==> config.mk <==
export PLATFORM = sky130hd
export DESIGN_NAME = lcd1602_driver_flat
export DESIGN_NICKNAME = d
export VERILOG_FILES = /design/src/rtl/lcd1602_driver_if.sv /design/src/rtl/lcd1602_driver.sv /design/src/flat_wrapper.sv
export SDC_FILE = /design/constraint.sdc
export NUM_CORES = 1
export LEC_CHECK = 0
export ABC_AREA = 1
export CAP_MARGIN = 20
export CORE_ASPECT_RATIO = 0.75
export CORE_MARGIN = 10
export CORE_UTILIZATION = 49
export CTS_CLUSTER_DIAMETER = 60
export DETAILED_ROUTE_END_ITERATION = 8
export GPL_ROUTABILITY_DRIVEN = 1
export GPL_TIMING_DRIVEN = 0
export PLACE_DENSITY_LB_ADDON = 0.15
export SYNTH_ARGS = -nofsm -noshare
export SYNTH_HDL_FRONTEND = slang
export SYNTH_SLANG_ARGS = --single-unit
==> constraint.sdc <==
create_clock -name clk -period 2.7 [get_ports clk]
set_input_delay 0.405 -clock clk [delete_from_list [all_inputs] [get_ports clk]]
set_output_delay 0.405 -clock clk [all_outputs]
set_load 0.01 [all_outputs]
==> src/rtl/lcd1602_driver_if.sv <==
// ----------------------------------------------------------------------------
// lcd1602_driver_if
//   Write-only HD44780 8-bit parallel bus.
//   lcd_en   : enable strobe, the panel latches rs/data on its falling edge
//   lcd_rs   : 0 = command, 1 = character data
//   lcd_rw   : read/write select (always write)
//   lcd_data : 8-bit data bus
//   master = the driver, slave = the panel (or a bus monitor).
// ----------------------------------------------------------------------------
interface lcd1602_driver_if;
    logic       lcd_en;
    logic       lcd_rs;
    logic       lcd_rw;
    logic [7:0] lcd_data;

    modport master (output lcd_en, output lcd_rs, output lcd_rw, output lcd_data);
    modport slave  (input  lcd_en, input  lcd_rs, input  lcd_rw, input  lcd_data);
endinterface

==> src/rtl/lcd1602_driver.sv <==
// ----------------------------------------------------------------------------
// lcd1602_driver
//   Drives a 16x2 HD44780 panel: power-up wait, fixed init command list, then
//   an endless 34-step refresh of both lines from a per-frame snapshot.
//   Ports:
//     clk, nRst    : clock, asynchronous active-low reset
//     row1, row2   : 16 ASCII bytes each, [127:120] = leftmost column
//     lcd          : panel bus (lcd1602_driver_if.master)
//     init_done    : high from the first LINE1_ADDR step until reset
//     frame_done   : one-clk pulse on the last cycle of the final char step
// ----------------------------------------------------------------------------
module lcd1602_driver #(
    parameter int STEP_CYCLES   = 10000,
    parameter int POWERUP_STEPS = 40
) (
    input  logic                     clk,
    input  logic                     nRst,
    input  logic [127:0]             row1,
    input  logic [127:0]             row2,
    lcd1602_driver_if.master         lcd,
    output logic                     init_done,
    output logic                     frame_done
);
    localparam int SCW     = $clog2(STEP_CYCLES);
    localparam int CNT_MAX = (POWERUP_STEPS > 16) ? POWERUP_STEPS : 16;
    localparam int CW      = $clog2(CNT_MAX);

    localparam logic [SCW-1:0] SC_LAST = SCW'(STEP_CYCLES - 1);
    localparam logic [SCW-1:0] EN_LAST = SCW'(STEP_CYCLES / 2);
    localparam logic [CW-1:0]  PU_LAST = CW'(POWERUP_STEPS - 1);
    localparam logic [CW-1:0]  IN_LAST = CW'(4);
    localparam logic [CW-1:0]  CH_LAST = CW'(15);

    typedef enum logic [2:0] {
        S_POWERUP, S_INIT, S_LINE1_ADDR, S_LINE1_CHAR, S_LINE2_ADDR, S_LINE2_CHAR
    } state_t;

    state_t           state_reg, state_next;
    logic [SCW-1:0]   sc_reg, sc_next;
    logic [CW-1:0]    cnt_reg, cnt_next;   // power-up step, init item or char index
    logic             rs_reg, rs_next;
    logic [7:0]       data_reg, data_next;
    logic             en_reg, en_next;
    logic             bus_next;            // next step drives the bus
    logic             step_end;
    logic             init_done_reg, init_done_next;
    logic [127:0]     snap1_reg, snap2_reg;
    logic [7:0]       snap1_byte [16];
    logic [7:0]       snap2_byte [16];

    // Column gi of each snapshot; column 0 is the most significant byte.
    genvar gi;
    generate
        for (gi = 0; gi < 16; gi++) begin : g_bytes
            assign snap1_byte[gi] = snap1_reg[127 - 8*gi -: 8];
            assign snap2_byte[gi] = snap2_reg[127 - 8*gi -: 8];
        end
    endgenerate

    always_comb begin
        step_end   = (sc_reg == SC_LAST);
        sc_next    = step_end ? '0 : sc_reg + 1'b1;
        state_next = state_reg;
        cnt_next   = cnt_reg;

        if (step_end) begin
            unique case (state_reg)
                S_POWERUP: begin
                    if (cnt_reg == PU_LAST) begin
                        state_next = S_INIT;
                        cnt_next   = '0;
                    end else begin
                        cnt_next = cnt_reg + 1'b1;
                    end
                end
                S_INIT: begin
                    if (cnt_reg == IN_LAST) begin
                        state_next = S_LINE1_ADDR;
                        cnt_next   = '0;
                    end else begin
                        cnt_next = cnt_reg + 1'b1;
                    end
                end
                S_LINE1_ADDR: begin
                    state_next = S_LINE1_CHAR;
                    cnt_next   = '0;
                end
                S_LINE1_CHAR: begin
                    if (cnt_reg == CH_LAST) begin
                        state_next = S_LINE2_ADDR;
                        cnt_next   = '0;
                    end else begin
                        cnt_next = cnt_reg + 1'b1;
                    end
                end
                S_LINE2_ADDR: begin
                    state_next = S_LINE2_CHAR;
                    cnt_next   = '0;
                end
                S_LINE2_CHAR: begin
                    if (cnt_reg == CH_LAST) begin
                        state_next = S_LINE1_ADDR;
                        cnt_next   = '0;
                    end else begin
                        cnt_next = cnt_reg + 1'b1;
                    end
                end
                default: begin
                    state_next = S_POWERUP;
                    cnt_next   = '0;
                end
            endcase
        end

        // Decode the byte of the step that follows, so rs/data are already
        // registered on that step's sc==0 cycle.
        bus_next  = 1'b1;
        rs_next   = 1'b0;
        data_next = 8'h00;
        unique case (state_next)
            S_POWERUP: bus_next = 1'b0;
            S_INIT: begin
                unique case (cnt_next[2:0])
                    3'd0:    data_next = 8'h38;
                    3'd1:    data_next = 8'h0C;
                    3'd2:    data_next = 8'h01;
                    3'd3:    bus_next  = 1'b0;   // clear-display settle time
                    default: data_next = 8'h06;
                endcase
            end
            S_LINE1_ADDR: data_next = 8'h80;
            S_LINE1_CHAR: begin
                rs_next   = 1'b1;
                data_next = snap1_byte[cnt_next[3:0]];
            end
            S_LINE2_ADDR: data_next = 8'hC0;
            S_LINE2_CHAR: begin
                rs_next   = 1'b1;
                data_next = snap2_byte[cnt_next[3:0]];
            end
            default: bus_next = 1'b0;
        endcase

        en_next        = bus_next && (sc_next != '0) && (sc_next <= EN_LAST);
        init_done_next = init_done_reg || (state_next == S_LINE1_ADDR);
    end

    always_ff @(posedge clk or negedge nRst) begin
        if (!nRst) begin
            state_reg <= S_POWERUP;
        end else begin
            state_reg <= state_next;
        end
    end

    always_ff @(posedge clk or negedge nRst) begin
        if (!nRst) begin
            sc_reg        <= '0;
            cnt_reg       <= '0;
            rs_reg        <= 1'b0;
            data_reg      <= 8'h00;
            en_reg        <= 1'b0;
            init_done_reg <= 1'b0;
            snap1_reg     <= '0;
            snap2_reg     <= '0;
        end else begin
            sc_reg        <= sc_next;
            cnt_reg       <= cnt_next;
            en_reg        <= en_next;
            init_done_reg <= init_done_next;
            // Idle steps leave the bus holding the previous byte.
            if (step_end && bus_next) begin
                rs_reg   <= rs_next;
                data_reg <= data_next;
            end
            // Frame snapshot: rows are frozen for the whole 34-step frame.
            if (state_reg == S_LINE1_ADDR && sc_reg == '0) begin
                snap1_reg <= row1;
                snap2_reg <= row2;
            end
        end
    end

    assign frame_done   = (state_reg == S_LINE2_CHAR) && (cnt_reg == CH_LAST) && step_end;
    assign init_done    = init_done_reg;
    assign lcd.lcd_en   = en_reg;
    assign lcd.lcd_rs   = rs_reg;
    assign lcd.lcd_rw   = 1'b0;
    assign lcd.lcd_data = data_reg;
endmodule
==> src/flat_wrapper.sv <==
// flat-port wrapper written by rule: the top's interface ports become plain ports
module lcd1602_driver_flat 
#(
    parameter int STEP_CYCLES   = 10000,
    parameter int POWERUP_STEPS = 40
)
  (clk, nRst, row1, row2, init_done, frame_done, lcd_lcd_en, lcd_lcd_rs, lcd_lcd_rw, lcd_lcd_data);
  lcd1602_driver_if lcd_i ();
  input  logic clk;
  input  logic nRst;
  input  logic [127:0] row1;
  input  logic [127:0] row2;
  output logic init_done;
  output logic frame_done;
  output wire logic [$bits(lcd_i.lcd_en)-1:0] lcd_lcd_en;
  output wire logic [$bits(lcd_i.lcd_rs)-1:0] lcd_lcd_rs;
  output wire logic [$bits(lcd_i.lcd_rw)-1:0] lcd_lcd_rw;
  output wire logic [$bits(lcd_i.lcd_data)-1:0] lcd_lcd_data;
  assign lcd_lcd_en = lcd_i.lcd_en;
  assign lcd_lcd_rs = lcd_i.lcd_rs;
  assign lcd_lcd_rw = lcd_i.lcd_rw;
  assign lcd_lcd_data = lcd_i.lcd_data;
  lcd1602_driver #(.STEP_CYCLES(STEP_CYCLES), .POWERUP_STEPS(POWERUP_STEPS)) u_core (.clk(clk), .nRst(nRst), .row1(row1), .row2(row2), .lcd(lcd_i), .init_done(init_done), .frame_done(frame_done));
endmodule
Word level (Yosys, flattened, before mapping):

Index checks and enable logic that the tools add are counted.

* flip-flop bits (word level): 290
* bits of input ports: 258
* output and inout bits: 13
* logic and storage cells: 69

* $add $sub $neg: 2
* order comparisons: 2
* eq/ne operators: 17
* mux-type cells: 23
* bitwise logic cells: 1
* reduce and logical (&&, ||, !) cells: 14

Operators with widths (count)
* $bmux W8 S4: 2
* $pmux W8 S5: 1
* $mux W8: 4
* $pmux W6 S4: 1
* $eq A3 B2 Y1 const B: 6
* $mux W6: 3
* $pmux W3 S6: 1
* $pmux W6 S3: 1
* $mux W3: 5
* $add A14 B1 Y14 const B: 1
* $eq A14 B14 Y1 const B: 1
* $le A14 B13 Y1 const B: 1
* $logic_not A14 Y1: 1
* $mux W14: 1
* $reduce_bool A14 Y1: 1
* $eq A3 B3 Y1 const B: 4
* $eq A3 B1 Y1 const B: 3
* $add A6 B1 Y6 const B: 1
* $eq A6 B3 Y1 const B: 1
* $eq A6 B4 Y1 const B: 1
* $eq A6 B6 Y1 const B: 1
* $logic_and A1 B1 Y1: 6
* $logic_not A3 Y1: 2
* $ge A5 B5 Y1 const B: 1
* 7 further kinds: 9

Logic depth before layout (Yosys ltp):

* depth in word-level cells: 9
* gate-level depth with buffers: 20
* gate-level depth less buffers: 20

Least setup slack after synthesis:

Ideal clock, no wire load.

* path kind: register to register
* start: register u_core.cnt_reg[0]
* end: register u_core.data_reg[6] (netlist: u_core.lcd.lcd_data[6])
* library setup time: 0.116 ns
* arrival: 2.059 ns
* required time: 2.584 ns
* setup slack: 0.524 ns
* stages on the path, launching flop included: 19
* clock period less this slack: 2.176 ns
* path through: dfrtp_1 > ha_1 > nand2_1 > nor2_2 > nand2_2 > nand2_1 > nand3_2 > nand2_2 > nand2_2 > buf_6 > buf_4 > o21ai_0 > nand2_1 > nand3_1 > nand3_1 > nand3_1 > nand3_1 > nand2_1 > nand2_1

* word-level cells in the longest chain between the ends: 9
* elaborated cells between the ends (all ways): 33
* classes of those cells: 1 x add/sub; 9 x eq/ne; 20 x mux; 1 x bitwise; 2 x reduce/logical

RTL lines
* from (decl): line lcd1602_driver.sv:40 `logic [CW-1:0] cnt_reg, cnt_next;`
* from (signal assigned): line lcd1602_driver.sv:168 `cnt_reg <= cnt_next;`
* $add A6 B1 Y6, or another cell as far along
* $mux W6 (on tied branches)
* $pmux W6 S3: line lcd1602_driver.sv:67 `unique case (state_reg)`
* $mux W4: line lcd1602_driver.sv:66 `if (step_end) begin`
* $not A4 Y5 (implied by the code): line lcd1602_driver.sv:134, lcd1602_driver.sv:139
* $bmux W8 S4 (on tied branches): line lcd1602_driver.sv:139, lcd1602_driver.sv:134
* $mux W8 (on tied branches) (2 in series): line lcd1602_driver.sv:139, lcd1602_driver.sv:134
* $pmux W8 S5: line lcd1602_driver.sv:120 `unique case (state_next)`
* to (signal assigned): line lcd1602_driver.sv:174 `data_reg <= data_next;`
* to (decl): line lcd1602_driver.sv:42 `logic [7:0] data_reg, data_next;`

Several ways; a longest one is shown, not always the timed one. The select of a mux whose other input is x is not followed.
A chain may end at the register's enable or synchronous reset.

Worst setup path in the final report:

* start: register u_core.cnt_reg[0]
* end: register u_core.data_reg[2] (netlist: u_core.lcd.lcd_data[2])

The elaborated chain is that of the path after synthesis.

==> out/metrics.yaml <==
grt_antenna_before_repair: 2
die_area_mm2: 0.0374
grt_pass1_wl_um: 77100
drt-total-wl_um: 53800
yosys_warnings: 0
criticalPathCategory: "reg -> reg"
io_buffers: 269
worstPathRequired_ns: 3.15
status: "finished with violations"
max-cap-violations: 0
finalCritPeriodShare_pct: 101
pwr-share-comb_pct: 9.0
cp_data_arrival_time_ns: 3.17
hold_class: "in -> reg"
p_int_w: 0.00771
syn_area_per_cell_um2: 9.57
mostFrequentLayoutCell: "nand2_1"
first_pass_iters: 7
setup_violations: 1
p_sw_share_pct: 22.5
first_iter_violations: 1341
grt_max_degree: 108
placed_area_mm2: 0.0180
ys_top_cells_by_area: "dfrtp_1 49%, mux2_2 20%, nand2_1 9.5%"
antenna_left: 0
clock_skew_ns: 0.0291
globalplace.congestion: 0.916
synth_seq_cells: 290
power.leakage_nw: 9.11
drive_gt1_share_pct: 29.6
final_nets: 2125
die_x_um: 220
p_sw_w: 0.00224
htreeDepth: 1
r2r_start: "u_core.cnt_reg[0]$_DFF_PN0_"
slew_headroom_pct: 37.2
clock_latency_ns: 0.59
vias_per_cell: 5.67
hold_end: "u_core.snap1_byte[12]$_DFFE_PN0P_"
cp-end-kind: "register"
layout_common_cells: "358 x nand2_1, 290 x dfrtp_1, 267 x clkdlybuf4s50_1, 256 x mux2_2, 148 x inv_1"
dpl.hpwl_um: 38500
root_buffer: "clkbuf_16"
clk_pin_slew_worst_paths_ns: 0.07
numCtsBuffers: 30
hp-start: "row1[12]"
ys_types: 36
r2r_slack_ns: -0.02
fmax_mhz: 367
syn2layout_area_growth_pct: 37.3
rr_endpoint: "u_core.lcd.lcd_data[2]$_DFFE_PN0P_"
hold_viol_final: 0
die_h_um: 170
fin_hold_ws_ns: 0.425
worst_pin_slew_ns: 0.942
synth_area_mm2: 0.0147
grt.total_usage_pct: 27.3
sequentialPowerShare_pct: 46.7
powerDensity_mw_per_mm2: 493
drc_errors: 0
grt-ovfl-total: 0
routedLengthMet1_um: 22300
synth.top_cell.area_share_pct: 49.3
cts_sinks: 290
hold_depth: 2
cts_tree: "built"
vias: 12900
rows: 54
final_area_mm2: 0.0202
start_util_pct: 50.2
slew_viol_final: 0
synth_nets: 1799
fin_ws_ns: -0.0225
synthCells: 1537
grt_pass1_vias: 12700
wl_met2_um: 24100
ios: 271
routed.top_layer: "met5"
post_drt_wl_per_cell_um: 23.6
clock_path_buffers: 3
r2r_cells: 21
cp-start-kind: "register"
utilization_pct: 68.9
period_minus_slack_ns: 2.72
cp_max_fo: 7
core_mm2: 0.0293
wl_met3_um: 5430
antenna_cells: 0
ir_drop_v: 0.000444
rsz0062_at_grt: "yes"
violations: "setup timing"
seq_area_frac_synth_pct: 49.3
pwr-share-clk_pct: 44.3
yosysTopAreaCell: "dfrtp_1"
-- per-stage QoR --
| stage | std cells | setup TNS [ns] | worst slack [ns] | total power [W] |
|---|---|---|---|---|
| after floorplan | 1537 | 0 | 0.524 | 0.00498 |
| after global placement | 2198 | -3345.07 | -11.57 | 0.00556 |
| after detailed placement | 2200 | -3.00 | -0.471 | 0.00558 |
| after CTS | 2256 | -0.169 | -0.0912 | 0.00996 |
| after global routing | 2278 | -0.669 | -0.113 | 0.0103 |
| final | 2278 | -0.0225 | -0.0225 | 0.00995 |
-- power groups by stage --
stage | sequential [W] | combinational (W) | clock [W]
final | 0.00465 | 0.000892 | 0.00441
after global routing | 0.00467 | 0.000963 | 0.00462
after CTS | 0.00464 | 0.000876 | 0.00445
after detailed placement | 0.00472 | 0.000866 | 0
after global placement | 0.00472 | 0.000841 | 0
after floorplan | 0.00468 | 0.000302 | 0
-- cells by family (layout without fill, tap and decap cells) --
logic type               after synthesis  after routing  synth area share, %
multiplexers                         256            256                 19.6
AND/OR/NAND/NOR                      623            623                 18.9
flip-flops                           290            290                 49.3
AO/OA/AOI/OAI                        112            112                 4.07
adder cells (fa/ha/maj)                4              4                0.340
XOR/XNOR                               2              2                0.119
other                                  1              1               0.0255
buffers and inverters                249            598                 7.60
-- synth_stat cells, drive strengths merged --
| cell type | number |
|---|---|
| nor3 | 6 |
| o21bai | 1 |
| nor4 | 1 |
| nand3b | 37 |
| a21oi | 14 |
| o21ai | 95 |
| o31ai | 1 |
| buf | 69 |
| clkbuf | 18 |
| nand2 | 384 |
| xor2 | 2 |
| nand3 | 153 |
| or2 | 1 |
| nand4 | 3 |
| conb | 1 |
| inv | 158 |
| nor3b | 1 |
| a32oi | 1 |
| nor2 | 37 |
| clkinv | 4 |
| ha | 4 |
| dfrtp | 290 |
| mux2 | 256 |
-- repair_timing --
item                                   in CTS  in global routing
pin swaps                                   0                 51
hold buffers                                1                  0
endpoints found under the hold margin     100                  0
gates cloned                                0                  4
setup endpoints to repair                   9                 10
setup buffers                               2                 18
resized for setup                          67                203
-- metal layers --
layer  track usage, %  up-vias
li1                 -     5687
met1             37.4     6389
met2             41.5      704
met3             7.07      141
met4             8.76        4
met5                0        -
-- worst max-delay path, cell delays in order, from the launching register on --
cell     delay (ns)
dfrtp_1        0.40
ha_2           0.23
nand2_2        0.08
nor2_4         0.16
nand2_4        0.09
nand2_4        0.08
nand3_4        0.12
nand2_8        0.12
nand2_8        0.08
buf_12         0.17
buf_12         0.15
buf_4          0.14
nand2_1        0.05
nand2_1        0.06
nand2_1        0.07
nand3_1        0.10
nand3_2        0.09
nand2_1        0.05
nand2_1        0.06
nand3_2        0.13
nand2_2        0.11
nand2_1        0.05
-- worst max path at each step --
stage / from / end / slack, ns / cells after the start
2_1_floorplan: u_core.cnt_reg[0]$_DFF_PN0_ / u_core.lcd.lcd_data[6]$_DFFE_PN0P_ / 0.52 / 18
3_3_place_gp: nRst / u_core.snap2_byte[76]$_DFFE_PN0P_ / -11.57 / 1
3_5_place_dp: u_core.cnt_reg[0]$_DFF_PN0_ / u_core.lcd.lcd_data[4]$_DFFE_PN0P_ / -0.47 / 17
5_1_grt: u_core.cnt_reg[0]$_DFF_PN0_ / u_core.lcd.lcd_data[2]$_DFFE_PN0P_ / -0.11 / 21
6_report: u_core.cnt_reg[0]$_DFF_PN0_ / u_core.lcd.lcd_data[2]$_DFFE_PN0P_ / -0.02 / 21
4_1_cts: u_core.sc_reg[0]$_DFF_PN0_ / u_core.lcd.lcd_data[4]$_DFFE_PN0P_ / -0.09 / 16
-- final cells by class --
type,count,area [um^2]
timing repair buffer,296,3040
clock buffer,41,862
buffer,85,771
sequential,290,7260
clock inverter,14,181
tap,392,490
fill,2286,9120
multi-input combinational,998,6970
inverter,162,628
Power figures use the tool's default switching activity.
